`src/rtl/ds_width_packer.sv`:
```
// DataStream width upconverter: packs RATIO narrow beats into one wide word.
// Optional early close on end-of-packet: define DS_WIDTH_PACKER_EOP_EN.
module ds_width_packer #(
    parameter int unsigned IWIDTH = 8,
    parameter int unsigned RATIO  = 4,
    localparam int unsigned OWIDTH = IWIDTH * RATIO,
    localparam int unsigned CWIDTH = $clog2(RATIO + 1)
) (
    input  logic              clk,
    input  logic              reset,
    input  logic [IWIDTH-1:0] i_dat,
    input  logic              i_val,
    output logic              i_rdy,
    output logic [OWIDTH-1:0] o_dat,
    output logic              o_val,
    input  logic              o_rdy
`ifdef DS_WIDTH_PACKER_EOP_EN
    ,
    input  logic              i_eop,
    output logic              o_eop,
    output logic [CWIDTH-1:0] o_cnt
`endif
);

    localparam logic [CWIDTH-1:0] LAST = CWIDTH'(RATIO - 1);

    logic [OWIDTH-1:0] acc;
    logic [OWIDTH-1:0] word;
    logic [CWIDTH-1:0] cnt;
    logic              closing;
    logic              closing_pending;
    logic              in_fire;

    always_comb begin
        closing         = (cnt == LAST);
        closing_pending = (cnt == LAST);
`ifdef DS_WIDTH_PACKER_EOP_EN
        // any beat may carry i_eop, so a close is always possible
        closing         = closing | i_eop;
        closing_pending = 1'b1;
`endif
        i_rdy   = ~(closing_pending & o_val & ~o_rdy);
        in_fire = i_val & i_rdy;
    end

    // unwritten lanes of acc are always zero, so only lane cnt is replaced
    always_comb begin
        word = acc;
        for (int unsigned k = 0; k < RATIO; k++) begin
            if (cnt == CWIDTH'(k)) begin
                word[k*IWIDTH +: IWIDTH] = i_dat;
            end
        end
    end

    always_ff @(posedge clk) begin
        if (reset) begin
            acc   <= '0;
            cnt   <= '0;
            o_dat <= '0;
            o_val <= 1'b0;
`ifdef DS_WIDTH_PACKER_EOP_EN
            o_eop <= 1'b0;
            o_cnt <= '0;
`endif
        end else begin
            if (in_fire) begin
                if (closing) begin
                    acc <= '0;
                    cnt <= '0;
                end else begin
                    acc <= word;
                    cnt <= cnt + CWIDTH'(1);
                end
            end
            // a new word load takes priority over draining the old one
            if (in_fire && closing) begin
                o_dat <= word;
                o_val <= 1'b1;
`ifdef DS_WIDTH_PACKER_EOP_EN
                o_eop <= i_eop;
                o_cnt <= cnt + CWIDTH'(1);
`endif
            end else if (o_val && o_rdy) begin
                o_val <= 1'b0;
            end
        end
    end

endmodule
```
`config.mk`:
```
export PLATFORM = sky130hd
export DESIGN_NAME = ds_width_packer
export DESIGN_NICKNAME = d
export VERILOG_FILES = /design/src/rtl/ds_width_packer.sv
export SDC_FILE = /design/constraint.sdc
export NUM_CORES = 1
export LEC_CHECK = 0
export CORE_AREA = 2 2 74 69
export CTS_BUF_LIST = sky130_fd_sc_hd__clkbuf_8
export DETAILED_ROUTE_END_ITERATION = 12
export DIE_AREA = 0 0 76 71
export GPL_TIMING_DRIVEN = 1
export PLACE_DENSITY = 0.85
export SYNTH_ARGS = -nofsm -noshare
export SYNTH_HDL_FRONTEND = slang
export SYNTH_SLANG_ARGS = --single-unit
```
`constraint.sdc`:
```
create_clock -name clk -period 3.25 [get_ports clk]
set_input_delay 0.4875 -clock clk [delete_from_list [all_inputs] [get_ports clk]]
set_output_delay 0.4875 -clock clk [all_outputs]
set_load 0.05 [all_outputs]
```
==> impl_metrics.toml, run 1 <==
[status]
outcome = "finished, final reports clean"

[floorplan]
die_w_um = 76
ios = 46
die_h_um = 71
placementRows = 24
die_area_um2 = 5400
core_um2 = 4650
start_util = 0.562

[finish]
most-common-layout-cells = "dfxtp_1, clkdlybuf4s50_1, inv_1"
final_util = 0.710
drive_gt1_frac = 0.0932
layout.nets = 322
antennaDiodeCount = 0
mostFrequentLayoutCell = "dfxtp_1"
fin_area_um2 = 3300
syn_to_final_growth_pct = 26.3
fillers = 371

[global_route]
grt_max_degree = 35
grt_overflow = 0
grtUsageTotal = 0.262
grt_pass1_vias = 2164
antenna_found_initial = 0
grt_pass1_wl_um = 11000

[sta]
rsz0062_at_grt = "no"
slew_violations = 0
tightestPinTransition_ps = 794
hold-worst-slack_ps = 469
period_minus_slack_ps = 2960
post-route-period-util = 0.912
skew_ps = 6.13
fmax_mhz = 338
slew_headroom = 0.468
setup_viol = 0
hold_viol_final = 0
totalNegativeSetupSlack_ps = 0

[synthesis]
netlist.area_leader.share = 0.459
syn_area_per_cell_um2 = 9.73
yosys.area_share.simple = 0.0866
synth-xor-area-share = 0
synth_area_leader_cell = "dfxtp_1"
synth_mux_area_frac = 0.0918
synthAdderAreaFrac = 0.0191
synth.distinct_cells = 26
synth_warnings = 0
syn_nets = 285
syn_inst = 269
synth_top_family_by_area = "compound AO/OA/AOI/OAI gates"
yosysSeqAreaShare = 0.459
synth_seq_cells = 60
ys_top_cells_by_area = "dfxtp_1, mux2i_1, o311ai_1"
synth_compound_area_frac = 0.257
syn_area_um2 = 2620

[drt]
via_per_inst = 6.01
routed_wl_um = 6650
drc_errors = 0
avgRoutedWirePerCell_um = 17.7
ant_nets = 0
first_pass_iters = 4
num_vias = 2258
dr.first_iter.drc_count = 157

[worst_setup_path]
required_ps = 2760
rr_startpoint = "cnt[1]"
critPathMaxFanout = 11
r2r_setup_slack_ps = 1100
crit_arrival_ps = 2480
setup.worst_path.start_class = "flip-flop"
r2r_cells = 5
crit_path_end_kind = "output pin"
r2r_end = "o_dat[8]"
worstSetupPathType = "reg -> out"

[job]
cap_viol_max_count = 0

[clocking]
clkSlewWorstSetupHoldPaths_ps = 70
cts.repair.resized = 0
numCtsBuffers = 9
cts_tree = "built"
cts_htree_levels = 3
cts.path.max_buffers = 2
clockRootBuffer = "clkbuf_8"
clock_sinks = 60
post_cts_buffers = 0
cts_hold_buf = 0
insertion_delay_ps = 340

[placed_design]
numPortBuffers = 45
dp_hpwl_um = 4390
place_area_um2 = 3090
gp_congestion = 0.920

[power_and_ir_drop]
ir_worst_vdd_uv = 261
p_per_area_nw_per_um2 = 503
leakagePower_nw = 1.12

[min_path]
holdPathStages = 2
min-delay-start = "o_dat[5]"
hold_path_end = "o_dat[5]"
hold_class = "reg -> reg"
-- layout make-up --
cell class / instances / area, um^2 / share of cell area
Inverter: 29 / 109 / 0.0330
Sequential cell: 60 / 1200 / 0.364
Multi-Input combinational cell: 154 / 1190 / 0.361
Tap cell: 65 / 81.3 / 0.0246
Clock inverter: 6 / 78.8 / 0.0239
Clock buffer: 10 / 138 / 0.0417
Timing Repair Buffer: 52 / 503 / 0.152
-- critical path, cell delays in order, from the launching register on --
cell             delay [ps]
dfxtp_1                 410
ha_1                    440
nor4bb_1                490
inv_1                    90
clkdlybuf4s50_1         710
-- layer usage --
layer	global-route usage	routed length, um	vias up
li1	-	-	1082
met1	0.338	3010	1081
met2	0.428	3130	81
met3	0.0434	355	14
met4	0.143	159	0
met5	0	0	-
-- per-stage QoR --
| stage | worst slack (ps) | std cells | power, mW |
|---|---|---|---|
| finish | 287 | 376 | 1.66 |
| floorplan | 1380 | 269 | 0.885 |
| global placement | 592 | 360 | 0.934 |
| global route | 87.4 | 376 | 1.71 |
| CTS | 297 | 376 | 1.67 |
| detailed placement | 596 | 360 | 0.938 |
-- cells by family (layout without fill, tap and decap cells) --
group | after synthesis | count (layout)
multiplexers | 24 | 24
AND/OR/NAND/NOR | 38 | 38
flip-flops | 60 | 60
adder cells (fa/ha/maj) | 4 | 4
buffers and inverters | 55 | 97
AO/OA/AOI/OAI | 88 | 88
-- cell usage after synthesis, drive strengths merged --
library cell and number:
dfxtp 60, inv 29, o21ai 26, mux2i 24, o311ai 24, o32ai 24
clkbuf 15, buf 11, nand2b 11, a31o 8, nor4 8, nor2b 5
ha 4, nand2 4, a211oi 3, a21oi 3, nand3 3, nor2 3
and2b 1, and3 1, nand4 1, nor4bb 1
-- flip-flops by register name, indices dropped and copies added (netlist names) --
name	count
o_dat	32
o_val	1
cnt	3
acc	24
-- worst max path at each step --
stage,end,start
2_1_floorplan,i_rdy,cnt[0]
3_3_place_gp,i_rdy,o_rdy
4_1_cts,i_rdy,cnt[1]
5_1_grt,i_rdy,cnt[1]
3_5_place_dp,i_rdy,o_rdy
6_report,i_rdy,cnt[1]
-- report_power, final --
group | internal, mW | switching (mW) | total (mW)
combinational | 0.0615 | 0.102 | 0.164
clock | 0.445 | 0.290 | 0.736
sequential | 0.753 | 0.00969 | 0.762
total | 1.26 | 0.402 | 1.66
(Power assumes the default switching activity.)
==> inputs of run 2 (changes only) <==
- ABC_AREA: unset -> 0
- HOLD_SLACK_MARGIN: unset -> 0.06
==> results of run 2 <==
No change in the layout: final DEF, timing and power equal those of run 1.
==> inputs of run 3 (changes only) <==
==> constraint.sdc (replaced) <==
create_clock -name clk -period 3.25 [get_ports clk]
set_input_delay 0.65 -clock clk [delete_from_list [all_inputs] [get_ports clk]]
set_output_delay 0.65 -clock clk [all_outputs]
set_load 0.05 [all_outputs]
==> run 3 against run 2 <==
  * Combinational power about the same
  * Count of clock-buffer cells in the layout unchanged
  * Critical endpoint unchanged
  * Largest cell class unchanged
  * Worst hold slack better by 3.3 ps
  * Maximum frequency rose by 15%
  * Sequential cell count unchanged
  * Sequential share of layout area increased by 0.55 points
==> impl_metrics.toml, run 3 (synthesized netlist as in run 1, its figures left out) <==
[status]
outcome = "finished, final reports clean"

[floorplan]
die_area_um2 = 5400
start_util = 0.562
die_w_um = 76
placementRows = 24
die_h_um = 71
core_um2 = 4650
ios = 46

[worst_setup_path]
setup.worst_path.start_class = "flip-flop"
critPathLaunch = "cnt[0]"
required_ps = 2600
crit_path_end_kind = "output pin"
cpMaxStageDelayCell = "nor4bb_1"
cp_num_buf_inv = 2
rr_startpoint = "cnt[0]"
worstSetupPathType = "reg -> out"
path_cells = "ha_1, nor4bb_1, inv_1, buf_4"
critPathMaxFanout = 11
max_stage_delay_ps = 500
cp_top_family = "simple AND/OR/NAND/NOR gates"
crit_arrival_ps = 1930

[clocking]
numCtsBuffers = 9
cts_hold_buf = 0
clock_sinks = 60
clkSlewWorstSetupHoldPaths_ps = 60
cts.path.max_buffers = 2
cts_htree_levels = 3
clockRootBuffer = "clkbuf_8"
insertion_delay_ps = 340
cts_tree = "built"
cts.repair.resized = 0
post_cts_buffers = 0

[power_and_ir_drop]
clockPowerShare = 0.377
leakagePower_nw = 1.11
p_seq_frac = 0.514
internal-power_mw = 1.10
switching_share = 0.260
combPwrFrac = 0.109
switchingPower_mw = 0.385
p_per_area_nw_per_um2 = 456
ir_worst_vdd_uv = 347

[sta]
skew_ps = 6.17
totalNegativeSetupSlack_ps = 0
fin_ws_ps = 674
period_minus_slack_ps = 2580
fmax_mhz = 388
slew_headroom = 0.597
setup_viol = 0
post-route-period-util = 0.792
hold-worst-slack_ps = 472
hold_viol_final = 0
tightestPinTransition_ps = 603
rsz0062_at_grt = "no"
slew_violations = 0

[global_route]
antenna_found_initial = 0
grt_pass1_vias = 2141
grt_max_degree = 35
grt_overflow = 0
grtUsageTotal = 0.247
grt_pass1_wl_um = 10500

[finish]
drive_gt1_frac = 0.0897
layout.nets = 323
antennaDiodeCount = 0
largest_register_ffs = 32
syn_to_final_growth_pct = 24.4
stdcell_count = 377
largestRegisters = "o_dat: 32 flops, acc: 24 flops, cnt: 3 flops"
top_register = "o_dat"
most-common-layout-cells = "dfxtp_1, clkdlybuf4s50_1, inv_1"
mostFrequentLayoutCell = "dfxtp_1"

[drt]
num_vias = 2314
routed_wl_um = 6330
avgRoutedWirePerCell_um = 16.8
drc_errors = 0
via_per_inst = 6.14
first_pass_iters = 5
dr.first_iter.drc_count = 134
ant_nets = 0

[placed_design]
dp_hpwl_um = 4120
gp_congestion = 0.907
place_ws_ps = 771
numPortBuffers = 45
place_inst = 361

[min_path]
min-delay-start = "o_dat[19]"
hold_class = "reg -> reg"

[job]
cap_viol_max_count = 0
==> run 3: changes by cell type in the layout (fill, tap and decap cells not counted), sizes merged <==
cell,change
buf,+2
clkinv,-1
clkdlybuf4s50,-1
bufinv,-2
inv,+3
==> run 3: metrics by stage <==
step | cell area (um^2) | power [mW] | utilization
after detailed placement | 3090 | 0.936 | 0.664
after global routing | 3250 | 1.53 | 0.699
final | 3250 | 1.48 | 0.699
after floorplan | 2620 | 0.885 | -
after global placement | 3090 | 0.934 | 0.664
after CTS | 3250 | 1.48 | 0.699
==> run 3: per-layer routing <==
metal / GRT usage / vias up / routed length (um)
li1: - / 1088 / -
met1: 0.322 / 1123 / 2870
met2: 0.384 / 87 / 2900
met3: 0.0676 / 16 / 395
met4: 0.119 / 0 / 163
met5: 0 / - / 0
==> run 3: layout make-up <==
| class | count | area (um^2) |
|---|---|---|
| inverter | 29 | 109 |
| tap | 65 | 81.3 |
| clock inverter | 6 | 25.0 |
| multi-input combinational | 154 | 1190 |
| fill | 389 | 1400 |
| timing repair buffer | 53 | 508 |
| clock buffer | 10 | 138 |
| sequential | 60 | 1200 |
==> run 3: worst min-delay path, cell delays in order, from the launching register on <==
cell and delay (ps):
dfxtp_1 310, o311ai_1 60, o21ai_1 60
==> run 3: power by group through the flow <==
stage	clock [mW]	combinational [mW]	sequential [mW]
3_5_place_dp	0	0.158	0.778
6_report	0.559	0.162	0.762
4_1_cts	0.560	0.160	0.762
5_1_grt	0.591	0.174	0.764
2_1_floorplan	0	0.102	0.783
3_3_place_gp	0	0.156	0.777
==> run 3: path summary, 6_finish.rpt <==
kind	endpoint	slack (ps)	depth (start not counted)
hold reg to reg	o_dat[19]	470	2
setup / recovery	i_rdy	670	4
hold / removal	o_dat[19]	470	2
setup reg to reg	acc[18]	1490	4
